`config.mk`:
```
export PLATFORM = sky130hd
export DESIGN_NAME = decoder_2_4_strobe
export DESIGN_NICKNAME = d
export VERILOG_FILES = /design/src/rtl/decoder_2_4_strobe.sv
export SDC_FILE = /design/constraint.sdc
export NUM_CORES = 1
export LEC_CHECK = 0
export CAP_MARGIN = 20
export CORE_AREA = 8 8 45 47
export CTS_BUF_LIST = sky130_fd_sc_hd__clkbuf_8
export CTS_CLUSTER_DIAMETER = 30
export CTS_CLUSTER_SIZE = 28
export DETAILED_ROUTE_END_ITERATION = 8
export DIE_AREA = 0 0 53 55
export HOLD_SLACK_MARGIN = 0.03
export PLACE_DENSITY_LB_ADDON = 0.15
export SLEW_MARGIN = 20
export SYNTH_ARGS = -nofsm -noshare
export SYNTH_HDL_FRONTEND = slang
export SYNTH_SLANG_ARGS = --single-unit
```
`constraint.sdc`:
```
create_clock -name clk -period 1.7 [get_ports clk]
set_input_delay 0.34 -clock clk [delete_from_list [all_inputs] [get_ports clk]]
set_output_delay 0.34 -clock clk [all_outputs]
set_load 0.03 [all_outputs]
```
`src/rtl/decoder_2_4_strobe.sv`:
```
// decoder_2_4_strobe: registered 2-to-4 one-hot decoder with valid/ready input and programmable hold time.
// Ports: clk, reset (sync, active-low), in_valid/in_ready/index (input handshake),
//        result (one-hot), out_valid, busy (in HOLD), wrap (3->0 code pulse).
// Optional: define DECODER_WRAP_FLAG_EN to build the wrap register and last_index compare.
module decoder_2_4_strobe #(
  parameter int unsigned HOLD_CYCLES = 1
) (
  input  logic       clk,
  input  logic       reset,
  input  logic       in_valid,
  output logic       in_ready,
  input  logic [1:0] index,
  output logic [3:0] result,
  output logic       out_valid,
  output logic       busy,
  output logic       wrap
);
  typedef enum logic {IDLE, HOLD} state_t;
  localparam logic [3:0] CNT_LOAD = 4'(HOLD_CYCLES - 1);
  state_t     state_q, state_d;
  logic [3:0] cnt_q, cnt_d;
  logic [3:0] result_q, result_d;
  logic       out_valid_q, out_valid_d;
  logic       accept;
  assign in_ready  = reset & ((state_q == IDLE) | (cnt_q == 4'd0));
  assign accept    = in_valid & in_ready;
  assign result    = result_q;
  assign out_valid = out_valid_q;
  assign busy      = (state_q == HOLD);
  always_comb begin
    state_d     = state_q;
    cnt_d       = cnt_q;
    result_d    = result_q;
    out_valid_d = out_valid_q;
    if (accept) begin
      state_d     = HOLD;
      cnt_d       = CNT_LOAD;
      result_d    = 4'b0001 << index;
      out_valid_d = 1'b1;
    end else if (state_q == HOLD && cnt_q != 4'd0) begin
      cnt_d = cnt_q - 4'd1;
    end else if (state_q == HOLD) begin
      state_d     = IDLE;
      result_d    = 4'd0;
      out_valid_d = 1'b0;
    end
  end
  always_ff @(posedge clk) begin
    if (!reset) begin
      state_q     <= IDLE;
      cnt_q       <= 4'd0;
      result_q    <= 4'd0;
      out_valid_q <= 1'b0;
    end else begin
      state_q     <= state_d;
      cnt_q       <= cnt_d;
      result_q    <= result_d;
      out_valid_q <= out_valid_d;
    end
  end
`ifdef DECODER_WRAP_FLAG_EN
  logic [1:0] last_index_q, last_index_d;
  logic       wrap_q, wrap_d;
  // last_index resets to 0, so the first accept after reset can never look like 3->0.
  always_comb begin
    last_index_d = accept ? index : last_index_q;
    wrap_d       = accept & (index == 2'd0) & (last_index_q == 2'd3);
  end
  always_ff @(posedge clk) begin
    if (!reset) begin
      last_index_q <= 2'd0;
      wrap_q       <= 1'b0;
    end else begin
      last_index_q <= last_index_d;
      wrap_q       <= wrap_d;
    end
  end
  assign wrap = wrap_q;
`else
  assign wrap = 1'b0;
`endif
endmodule
```
Yosys cells after proc, flatten, opt, wreduce, memory -nomap -nowiden:

Cells that the tools add are included.

* register bits: 10
* input port bits: 5

* $add $sub $neg: 1
* equality and inequality tests: 1
* shift-type cells: 1
* mux-type cells: 8
* bitwise operators: 5
* reductions and logical operators: 6

Operator list (number)
* $mux 4: 3
* $mux 1: 5
* $logic_not 4->1: 1
* $reduce_bool 4->1: 1
* $shl 1x2->4 const A: 1
* $sub 4x1->4 const B: 1
* $and 1x1->1: 2
* $ne 2x2->1 const B: 1
* $not 1->1: 2
* $reduce_and 2->1: 1
* $reduce_bool 2->1: 1
* $reduce_or 2->1: 1
* $logic_and 1x1->1: 1
* $or 1x1->1: 1

Depth between registers and ports, before layout:

* depth in word-level cells: 6
* mapped depth: 6

Worst setup path before layout:

No wires, ideal clock.

* path type: register -> output
* start point: reg cnt_q[0]
* end point: out in_ready
* arrival time: 1.329 ns
* setup slack: 0.031 ns
* cell stages (with the launch flop): 6
* path buffers: 1
* cells stage by stage: dfxtp_1 -> inv_1 -> ha_1 -> or3b_1 -> buf_6 -> a21oi_4

* word-level cells in the longest chain between the ends: 3

RTL lines
* start, declared: line 21 `logic [3:0] cnt_q, cnt_d;`
* start signal, assigned: line 56 `cnt_q <= cnt_d;`
* $logic_not 4->1: line 25 `assign in_ready = reset & ((state_q == IDLE) | (cnt_q == 4'd0));`
* $or 1x1->1: line 25
* $and 1x1->1: line 25
* end, declared: line 11 `output logic in_ready,`

No other way between the ends.

Final worst setup path:

* start point: reg cnt_q[1]
* end point: out in_ready

Same word-level chain as after synthesis.

==> flow_summary.yaml <==
layout:
  drive_above_1_share_pct: 34.21
  final_nets: 84
  n_antenna_cell: 0
  final_cell_area_um2: 760.7
  syn2layout_area_growth_pct: 50.12
logic_synthesis:
  syn_area_per_cell_um2: 9.384
  synth_largest_area_cell: "dfxtp_1"
  yosys-top-cells-area: "dfxtp_1 40%, inv_1 4.4%, a21oi_1 4.0%"
  yosys_warnings: 0
  synth_seq_cells: 10
  synth_cells: 54
  syn_nets: 60
  yosysTopAreaCellShare_pct: 39.51
  ys_types: 28
  syn_area_um2: 506.7
  ys_seq_area_share_pct: 39.51
power_and_ir_drop:
  vdd_drop_max_v: 0.0003393
  finalPower_uw: 581.1
  total_leakage_power_uw: 0.0003087
  powerDensity_nw_per_um2: 763.8
die:
  core.rowCount: 14
  die_y_um: 55
  dieArea_um2: 2915
  start_util_pct: 36.62
  core_um2: 1384
  io_pins: 13
  die_w_um: 53
cts:
  numCtsBuffers: 3
  cts_hold_buf: 0
  clk_latency_ps: 230
  ctsRootBufferMaster: "clkbuf_8"
  cts_tree: "yes"
  cts_max_level: 1
  clk_path_buf_depth: 2
  cts_sinks: 10
  clkTransAtPathRegs_ps: 50
sta:
  clock_skew_ps: 2.919
  worst_hold_slack_ps: 466.2
  hold_violations: 0
  finalMaxSlewViolations: 0
  setup_violations: 1
  finalCriticalPeriod_ps: 1774
  fmax_mhz: 563.8
  final.period_utilization_pct: 104.3
  rsz0062_at_grt: "true"
  worst_slack_ps: -73.69
run_status:
  violations: "negative setup slack"
  status: "finished with violations"
setup_path:
  cp_max_fo: 2
  worstPathArrival_ps: 1430
  cp.required_ps: 1360
  path_class: "register to output pin"
  cp-start-kind: "register"
  end_kind: "output pin"
detailed_routing:
  drc_errors: 0
  via_per_inst: 5.065
  drt_first_pass_iters: 3
  vias: 466
  dr.first_iter.drc_count: 7
  routed_wl_um: 1206
  post_drt_wl_per_cell_um: 13.11
  drtAntennaViolNets: 0
global_route:
  grt_usage_pct: 10.00
  grt_pass1_wl_um: 2145
  first_global_vias: 514
  antenna_found_initial: 0
  grt_max_degree: 13
  gr-total-overflow: 0
placement:
  gp_congestion: 0.7375
  dp_slack_ps: 17.89
  dpl_cell_area_um2: 683.2
  place_hpwl_um: 909.7
  port_buffers: 11
worst_hold_path:
  hp-class: "register to register"
run:
  maxCapViolations: 0
[registers in the layout, summed over array words and instances (netlist names)]
signal and cells:
result 4, out_valid 1, cnt_q 4, busy 1
[logic make-up (layout without fill, tap and decap cells)]
group	Yosys count	count (layout)	synth area share (%)
other cells	1	1	0.7400
fa+ha+maj	1	1	2.469
simple gates	14	14	17.29
compound gates	18	18	30.37
flops	10	10	39.51
buf+inv	10	32	9.630
[stage by stage]
step	instances	TNS [ps]	util (%)
after global routing	92	-293.0	54.97
after CTS	92	-67.99	54.97
after detailed placement	87	0	49.37
final	92	-73.69	54.97
after global placement	87	0	49.37
after floorplan	54	0	-
[cell type report]
cell class | instances | area, um^2
Multi-Input combinational cell | 34 | 272.8
Fill cell | 124 | 623.1
Tap cell | 16 | 20.02
Inverter | 6 | 22.52
Clock buffer | 3 | 41.29
Sequential cell | 10 | 202.7
Timing Repair Buffer | 23 | 201.4
[critical path, cell delays in order, from the launching register on]
cell	delay (ps)
dfxtp_2	320
inv_2	70
ha_4	130
or3b_4	390
a21oi_4	150
buf_6	150
[cells in the mapped netlist (all sizes together)]
master and count:
a211o 2, a21boi 1, a21oi 5, a22o 2, a31oi 1, a32o 2, and3 2, and3b 1
buf 2, clkbuf 2, conb 1, dfxtp 10, ha 1, inv 6, nand2b 1, nand3 3
nand3b 2, nor2 2, nor2b 1, nor4 1, o211a 1, o21a 1, o21ai 1, o311ai 1
o31a 1, or3b 1
[report_power, final]
group / switching (uW) / total [uW] / internal [uW]
Clock: 87.9 / 243 / 155
Combinational: 48.9 / 93.0 / 44.1
Sequential: 3.26 / 246 / 242
Total: 140 / 581 / 441
[repair_timing]
item / in CTS / in global routing
setup buffers: 2 / 0
gates resized for setup: 8 / 0
pin swaps: 3 / 0
endpoints found under the setup margin: 1 / 5
[layout by cell type (no fill, tap or decap), drive strengths merged, types with 2 or more instances in the layout]
master / instances
a21oi: 5
clkdlybuf4s50: 10
and3: 2
inv: 6
buf: 13
a22o: 2
a211o: 2
dfxtp: 10
a32o: 2
nand3b: 2
nand3: 3
clkbuf: 3
nor2: 2
[final timing paths]
kind | end | from | cells past startpoint | slack, ps
hold / removal | result[2] | result[2] | 1 | 470
hold reg to reg | result[2] | result[2] | 1 | 470
setup / recovery | in_ready | cnt_q[1] | 5 | -70
setup reg to reg | out_valid | cnt_q[1] | 7 | 0
[routing by layer]
layer / up-vias / part of all wire, % / global-route usage, %
met3: 4 / 9.1 / 5.348
met2: 12 / 46 / 16.41
met4: 0 / 1.8 / 5.172
met5: - / 0 / 0
li1: 238 / - / -
met1: 212 / 43 / 10.18
Power figures use the tool's default switching activity.
